[src/rtl/mem_port_arbiter_if.sv]
// Bundle of the fetch, load and memory-port signals around mem_port_arbiter.
// The master side holds the requesters and the memory; the slave side is the arbiter.
interface mem_port_arbiter_if #(
    parameter int AW    = 4,
    parameter int EXTRA = 4,
    parameter int DW    = (2 ** EXTRA) * 8
);
    logic             f_req;
    logic [AW:0]      f_addr;
    logic [EXTRA-1:0] f_extra;
    logic             f_valid;
    logic [DW-1:0]    f_data;
    logic             f_error;

    logic             d_req;
    logic [AW:0]      d_addr;
    logic [EXTRA-1:0] d_extra;
    logic             d_valid;
    logic [DW-1:0]    d_data;
    logic             d_error;

    logic [AW:0]      mem_addr;
    logic [EXTRA-1:0] mem_extra;
    logic [DW-1:0]    mem_data;
    logic             mem_error;

    logic             busy;

    modport master (
        output f_req, f_addr, f_extra,
        input  f_valid, f_data, f_error,
        output d_req, d_addr, d_extra,
        input  d_valid, d_data, d_error,
        input  mem_addr, mem_extra,
        output mem_data, mem_error,
        input  busy
    );

    modport slave (
        input  f_req, f_addr, f_extra,
        output f_valid, f_data, f_error,
        input  d_req, d_addr, d_extra,
        output d_valid, d_data, d_error,
        output mem_addr, mem_extra,
        input  mem_data, mem_error,
        output busy
    );
endinterface

[src/rtl/mem_port_arbiter.sv]
// Round-robin sharing of one memory read port between instruction fetch (F)
// and data load (D); one transaction in flight, registered responses.
module mem_port_arbiter #(
    parameter int AW      = 4,
    parameter int EXTRA   = 4,
    parameter int DW      = (2 ** EXTRA) * 8,
    parameter int LATENCY = 1
) (
    input  logic               clk,
    input  logic               reset,
    mem_port_arbiter_if.slave  bus
);
    localparam int CW = (LATENCY < 1) ? 1 : $clog2(LATENCY + 1);

    localparam logic REQ_F = 1'b0;
    localparam logic REQ_D = 1'b1;

    typedef enum logic [1:0] {
        IDLE,
        WAIT,
        RESP
    } state_t;

    state_t           state_q, state_d;
    logic [CW-1:0]    count_q, count_d;
    logic             owner_q, owner_d;
    logic             last_grant_q, last_grant_d;
    logic [AW:0]      mem_addr_q, mem_addr_d;
    logic [EXTRA-1:0] mem_extra_q, mem_extra_d;

    logic [1:0]       req;
    logic             grant_id;
    logic             capture;

    assign req = {bus.d_req, bus.f_req};

    // On a tie the requester that did not win last time goes next.
    assign grant_id = (req == 2'b11) ? ~last_grant_q : req[1];

    always_comb begin
        state_d      = state_q;
        count_d      = count_q;
        owner_d      = owner_q;
        last_grant_d = last_grant_q;
        mem_addr_d   = mem_addr_q;
        mem_extra_d  = mem_extra_q;
        capture      = 1'b0;

        case (state_q)
            IDLE: begin
                if (|req) begin
                    owner_d      = grant_id;
                    last_grant_d = grant_id;
                    mem_addr_d   = grant_id ? bus.d_addr  : bus.f_addr;
                    mem_extra_d  = grant_id ? bus.d_extra : bus.f_extra;
                    count_d      = CW'(LATENCY);
                    state_d      = WAIT;
                end
            end
            WAIT: begin
                if (count_q == '0) begin
                    capture = 1'b1;
                    state_d = RESP;
                end else begin
                    count_d = count_q - CW'(1);
                end
            end
            RESP: begin
                // One dead cycle lets the winner drop req before the next arbitration.
                state_d = IDLE;
            end
            default: begin
                state_d = IDLE;
            end
        endcase
    end

    always_ff @(posedge clk or negedge reset) begin
        if (!reset) begin
            state_q      <= IDLE;
            count_q      <= '0;
            owner_q      <= REQ_F;
            last_grant_q <= REQ_D;
            mem_addr_q   <= '0;
            mem_extra_q  <= '0;
        end else begin
            state_q      <= state_d;
            count_q      <= count_d;
            owner_q      <= owner_d;
            last_grant_q <= last_grant_d;
            mem_addr_q   <= mem_addr_d;
            mem_extra_q  <= mem_extra_d;
        end
    end

    // Per-requester response registers; index 0 is F, index 1 is D.
    genvar gi;
    generate
        for (gi = 0; gi < 2; gi++) begin : g_resp
            localparam logic ID = (gi == 1);

            logic          valid_q, valid_d;
            logic          error_q, error_d;
            logic [DW-1:0] data_q, data_d;

            always_comb begin
                valid_d = capture && (owner_q == ID);
                data_d  = data_q;
                error_d = error_q;
                if (valid_d) begin
                    data_d  = bus.mem_data;
                    error_d = bus.mem_error;
                end
            end

            always_ff @(posedge clk or negedge reset) begin
                if (!reset) begin
                    valid_q <= 1'b0;
                    error_q <= 1'b0;
                    data_q  <= '0;
                end else begin
                    valid_q <= valid_d;
                    error_q <= error_d;
                    data_q  <= data_d;
                end
            end
        end
    endgenerate

    assign bus.f_valid   = g_resp[0].valid_q;
    assign bus.f_data    = g_resp[0].data_q;
    assign bus.f_error   = g_resp[0].error_q;
    assign bus.d_valid   = g_resp[1].valid_q;
    assign bus.d_data    = g_resp[1].data_q;
    assign bus.d_error   = g_resp[1].error_q;
    assign bus.mem_addr  = mem_addr_q;
    assign bus.mem_extra = mem_extra_q;
    assign bus.busy      = (state_q != IDLE);

endmodule

[src/flat_wrapper.sv]
// flat-port wrapper written by rule: the top's interface ports become plain ports
module mem_port_arbiter_flat 
#(
    parameter int AW      = 4,
    parameter int EXTRA   = 4,
    parameter int DW      = (2 ** EXTRA) * 8,
    parameter int LATENCY = 1
)
  (clk, reset, bus_f_req, bus_f_addr, bus_f_extra, bus_f_valid, bus_f_data, bus_f_error, bus_d_req, bus_d_addr, bus_d_extra, bus_d_valid, bus_d_data, bus_d_error, bus_mem_addr, bus_mem_extra, bus_mem_data, bus_mem_error, bus_busy);
  mem_port_arbiter_if #(.AW(AW), .EXTRA(EXTRA), .DW(DW)) bus_i ();
  input  logic clk;
  input  logic reset;
  input wire logic [$bits(bus_i.f_req)-1:0] bus_f_req;
  input wire logic [$bits(bus_i.f_addr)-1:0] bus_f_addr;
  input wire logic [$bits(bus_i.f_extra)-1:0] bus_f_extra;
  output wire logic [$bits(bus_i.f_valid)-1:0] bus_f_valid;
  output wire logic [$bits(bus_i.f_data)-1:0] bus_f_data;
  output wire logic [$bits(bus_i.f_error)-1:0] bus_f_error;
  input wire logic [$bits(bus_i.d_req)-1:0] bus_d_req;
  input wire logic [$bits(bus_i.d_addr)-1:0] bus_d_addr;
  input wire logic [$bits(bus_i.d_extra)-1:0] bus_d_extra;
  output wire logic [$bits(bus_i.d_valid)-1:0] bus_d_valid;
  output wire logic [$bits(bus_i.d_data)-1:0] bus_d_data;
  output wire logic [$bits(bus_i.d_error)-1:0] bus_d_error;
  output wire logic [$bits(bus_i.mem_addr)-1:0] bus_mem_addr;
  output wire logic [$bits(bus_i.mem_extra)-1:0] bus_mem_extra;
  input wire logic [$bits(bus_i.mem_data)-1:0] bus_mem_data;
  input wire logic [$bits(bus_i.mem_error)-1:0] bus_mem_error;
  output wire logic [$bits(bus_i.busy)-1:0] bus_busy;
  assign bus_i.f_req = bus_f_req;
  assign bus_i.f_addr = bus_f_addr;
  assign bus_i.f_extra = bus_f_extra;
  assign bus_f_valid = bus_i.f_valid;
  assign bus_f_data = bus_i.f_data;
  assign bus_f_error = bus_i.f_error;
  assign bus_i.d_req = bus_d_req;
  assign bus_i.d_addr = bus_d_addr;
  assign bus_i.d_extra = bus_d_extra;
  assign bus_d_valid = bus_i.d_valid;
  assign bus_d_data = bus_i.d_data;
  assign bus_d_error = bus_i.d_error;
  assign bus_mem_addr = bus_i.mem_addr;
  assign bus_mem_extra = bus_i.mem_extra;
  assign bus_i.mem_data = bus_mem_data;
  assign bus_i.mem_error = bus_mem_error;
  assign bus_busy = bus_i.busy;
  mem_port_arbiter #(.AW(AW), .EXTRA(EXTRA), .DW(DW), .LATENCY(LATENCY)) u_core (.clk(clk), .reset(reset), .bus(bus_i));
endmodule
[config.mk]
export PLATFORM = sky130hd
export DESIGN_NAME = mem_port_arbiter_flat
export DESIGN_NICKNAME = d
export VERILOG_FILES = /design/src/rtl/mem_port_arbiter_if.sv /design/src/rtl/mem_port_arbiter.sv /design/src/flat_wrapper.sv
export SDC_FILE = /design/constraint.sdc
export NUM_CORES = 1
export LEC_CHECK = 0
export CAP_MARGIN = 20
export CELL_PAD_IN_SITES_DETAIL_PLACEMENT = 1
export CELL_PAD_IN_SITES_GLOBAL_PLACEMENT = 2
export CORE_ASPECT_RATIO = 0.8
export CORE_MARGIN = 3
export CORE_UTILIZATION = 32
export CTS_CLUSTER_DIAMETER = 150
export CTS_CLUSTER_SIZE = 14
export DETAILED_ROUTE_END_ITERATION = 12
export PLACE_DENSITY = 0.91
export SLEW_MARGIN = 0
export SYNTH_ARGS = -nofsm -noshare
export SYNTH_HDL_FRONTEND = slang
export SYNTH_SLANG_ARGS = --single-unit
[constraint.sdc]
create_clock -name clk -period 2.38 [get_ports clk]
set_input_delay 0.476 -clock clk [delete_from_list [all_inputs] [get_ports clk]]
set_output_delay 0.476 -clock clk [all_outputs]
set_load 0.1 [all_outputs]
==> qor.log <==
qor: floorplan.initial_utilization 0.3274
qor: clocking.clkSinkCount 274
qor: flow_run.maxCapViolations 0
qor: drt.avgRoutedWirePerCell 20.83 um
qor: place.dp_worst_setup_slack 287.2 ps
qor: worst_setup_path.critical-path-max-stage-delay 400 ps
qor: place.detailedPlacementHpwl 22.69 mm
qor: clocking.worst_setup_hold_path_clk_slew 60 ps
qor: timing.post-route-period-util 0.8453
qor: global_route.globalRouteOverflowTotal 0
qor: timing.timing.final.setup_violations 0
qor: timing.timing_hold_violations_final 0
qor: drt.final_antenna_net_count 0
qor: synth.mappedNetlistNets 747
qor: worst_setup_path.slowest_stage sky130_fd_sc_hd__dfrtp_1
qor: layout.antennaDiodeCount 0
qor: clocking.tritoncts built
qor: global_route.antenna_found_initial 1
qor: worst_setup_path.timing.critical_path.required 1900 ps
qor: drt.dr.pass1.iters 4
qor: worst_setup_path.cp_max_fo 7
qor: clocking.cts_root_buffer sky130_fd_sc_hd__clkbuf_16
qor: place.globalplace.congestion 0.7562
qor: timing.timing.slew.headroom 0.6288
qor: floorplan.floorplan.io_pins 421
qor: synth.synth-async-reset-ratio 1.000
qor: synth.synth.yosys.seq_area_share 0.6390
qor: timing.grt_setup_unrepaired no
qor: place.place_inst 1433
qor: worst_setup_path.timing.rr.start u_core.count_q$_DFFE_PN0P_
qor: floorplan.vertical_die_dimension 169.8 um
qor: hold_path.holdCritPathClass flip-flop to flip-flop
qor: floorplan.die_width 210.7 um
qor: global_route.grt_met2_usage 0.2809
qor: global_route.busiest_layer met2
qor: global_route.grt_max_degree 76
qor: layout.register_area 6858 sq um
qor: drt.vias_per_cell 4.594
qor: timing.finalClockSkew 10.49 ps
qor: synth.syn_inst 596
qor: clocking.post_cts.repair.setup_buffers 0
qor: global_route.grt_use_met1 0.1987
qor: floorplan.floorplan.rows 59
qor: worst_setup_path.timing.critical_path.to_type output pin
qor: worst_setup_path.crit_path_start_kind flip-flop
qor: worst_setup_path.critPathKind flip-flop to output pin
qor: timing.final-max-slew-violation-count 0
qor: synth.syn-cell-area 10730 sq um
qor: drt.route.detailed.drc 0
qor: worst_setup_path.worst_setup_path_startpoint u_core.state_q[1]$_DFFE_PN0P_
qor: worst_setup_path.crit_chain or2_2 > buf_4
qor: floorplan.fp.dieArea 35780 sq um
qor: synth.synth_warnings 0
qor: timing.worst_margin_pin_slew 556.8 ps
qor: floorplan.core_region_area 32780 sq um
qor: drt.detail_route.iter0.violations 305
qor: global_route.grt_pass1_wl 46.86 mm
qor: global_route.combined_global_route_utilization_of_all_metal_layers 0.1655
qor: timing.fmaxAchievable 497.0 MHz
qor: layout.drive_above_1_share 0.5765
qor: layout.final_nets 1183
qor: worst_setup_path.timing.critical_path.buf_inv 1
qor: outcome.status finished, final reports clean
qor: hold_path.min-delay-start u_core.state_q[1]$_DFFE_PN0P_
qor: synth.edff_count_synth 0
qor: synth.synthDistinctLibCells 22
qor: layout.syn_to_final_growth 44.13%
qor: timing.worst_slack 368.1 ps
qor: clocking.max-clock-path-buffers 3
qor: synth.synth_ff_type sky130_fd_sc_hd__dfrtp_1
qor: layout.finish.cell_count_without_fillers 1466
qor: timing.post-route-min-period 2012 ps
qor: drt.num_vias 6735
qor: layout.num-fill-cells 3286
qor: clocking.cts_inserted_buffers 23
qor: global_route.met3_capacity_usage_during_global_routing 0.07189
qor: synth.synth.avg_cell_area 18.01 sq um
qor: drt.wirelength 30.54 mm
qor: synth.ys_ff_latch 274
qor: worst_setup_path.arrival 1540 ps
qor: global_route.number_of_global_route_vias_before_repair 7663
qor: layout.multiInputGateArea 3593 sq um
qor: clocking.max_h_tree_level 1
qor: worst_setup_path.cpLargestDelayFamily flip-flops
qor: place.buffer_ports.inserted 420
qor: timing.tns 0 ps
qor: clocking.clock_insertion_delay_worst_skew 510 ps
sequential cells by signal, indices dropped and copies added, names as in the netlist:
signal                count
u_core.bus.d_data       128
u_core.bus.f_data       128
u_core.bus.mem_addr       5
u_core.bus.mem_extra      4
u_core.state_q            2
u_core.bus.d_error        1
u_core.bus.d_valid        1
u_core.bus.f_error        1
u_core.bus.f_valid        1
u_core.count_q            1
u_core.last_grant_q       1
u_core.owner_q            1
synthesized netlist by cell type, drive strengths merged, types with 2 or more instances:
cell type / count / share of area
buf: 30 / 0.026
dfrtp: 273 / 0.64
mux2: 276 / 0.32
nor2: 2 / 0.0014
o21ai: 2 / 0.00093
o31ai: 2 / 0.0014
routing by layer:
layer,routed length [um],vias up
met2,14760,276
met1,12000,3437
li1,-,2982
met4,576,2
met5,18,-
met3,3187,38
final cells by class:
class | count | share of cell area
clock buffers | 31 | 0.03915
clock inverters | 1 | 0.0005663
inverters | 1 | 0.0002427
multi-input cells | 290 | 0.2323
flip-flops and latches | 274 | 0.4434
well taps | 427 | 0.03454
repair buffers | 442 | 0.2498
per-stage QoR:
step | area [sq um] | util | hold WS, ps
3_3_place_gp | 14840 | 0.4529 | 457.6
2_1_floorplan | 10730 | - | 180.4
5_1_grt | 15470 | 0.4719 | 514.0
4_1_cts | 15470 | 0.4719 | 491.1
3_5_place_dp | 14840 | 0.4529 | 473.6
6_report | 15470 | 0.4719 | 487.1
placed cells by master (no fill, tap or decap):
master,count
sky130_fd_sc_hd__clkinv_4,1
sky130_fd_sc_hd__clkbuf_16,23
sky130_fd_sc_hd__buf_4,278
sky130_fd_sc_hd__clkbuf_1,8
sky130_fd_sc_hd__dfrtp_1,273
sky130_fd_sc_hd__dfstp_2,1
sky130_fd_sc_hd__o22ai_1,1
sky130_fd_sc_hd__buf_12,13
sky130_fd_sc_hd__o21ai_0,2
sky130_fd_sc_hd__clkdlybuf4s50_1,149
sky130_fd_sc_hd__a21bo_2,1
sky130_fd_sc_hd__mux2_2,177
sky130_fd_sc_hd__and2_4,1
sky130_fd_sc_hd__or2_2,1
sky130_fd_sc_hd__mux2_4,99
sky130_fd_sc_hd__nand2b_1,1
sky130_fd_sc_hd__nor3_4,1
sky130_fd_sc_hd__buf_8,1
sky130_fd_sc_hd__nor2_4,1
sky130_fd_sc_hd__nor2_1,1
sky130_fd_sc_hd__dlygate4sd3_1,1
sky130_fd_sc_hd__inv_1,1
sky130_fd_sc_hd__o31ai_1,2
sky130_fd_sc_hd__a21o_1,1
sky130_fd_sc_hd__nor3b_2,1
kinds of logic after synthesis:
family,synth area share
muxes,0.3242
DFF,0.6390
buffers and inverters,0.02693
AOI/OAI and AO/OA,0.004547
and+or+nand+nor,0.005247
worst paths after layout:
kind                                                endpoint  slack (ps)  cells after the start
min in group asynchronous  u_core.bus.f_data[81]$_DFFE_PN0P_         530                      2
hold reg to reg                u_core.state_q[1]$_DFFE_PN0P_         490                      1
max in group asynchronous  u_core.bus.d_data[17]$_DFFE_PN0P_        1160                      3
setup reg to reg           u_core.bus.d_data[25]$_DFFE_PN0P_         480                      4
hold / removal                 u_core.state_q[1]$_DFFE_PN0P_         490                      1
setup / recovery                                    bus_busy         370                      2
worst register-to-register path, stage by stage (launching register included):
cell                      delay, ps
sky130_fd_sc_hd__dfrtp_1        440
sky130_fd_sc_hd__nor3b_2        220
sky130_fd_sc_hd__and2_4         350
sky130_fd_sc_hd__buf_12         340
sky130_fd_sc_hd__mux2_2         450
repair_timing:
action | in CTS | in global routing
hold buffers | 1 | 0
endpoints found under the hold margin | 53 | 0
gates resized for setup | 0 | 0
Power is not shown: default switching activity piles up to over one toggle a cycle in this logic, so the estimate is an artifact.
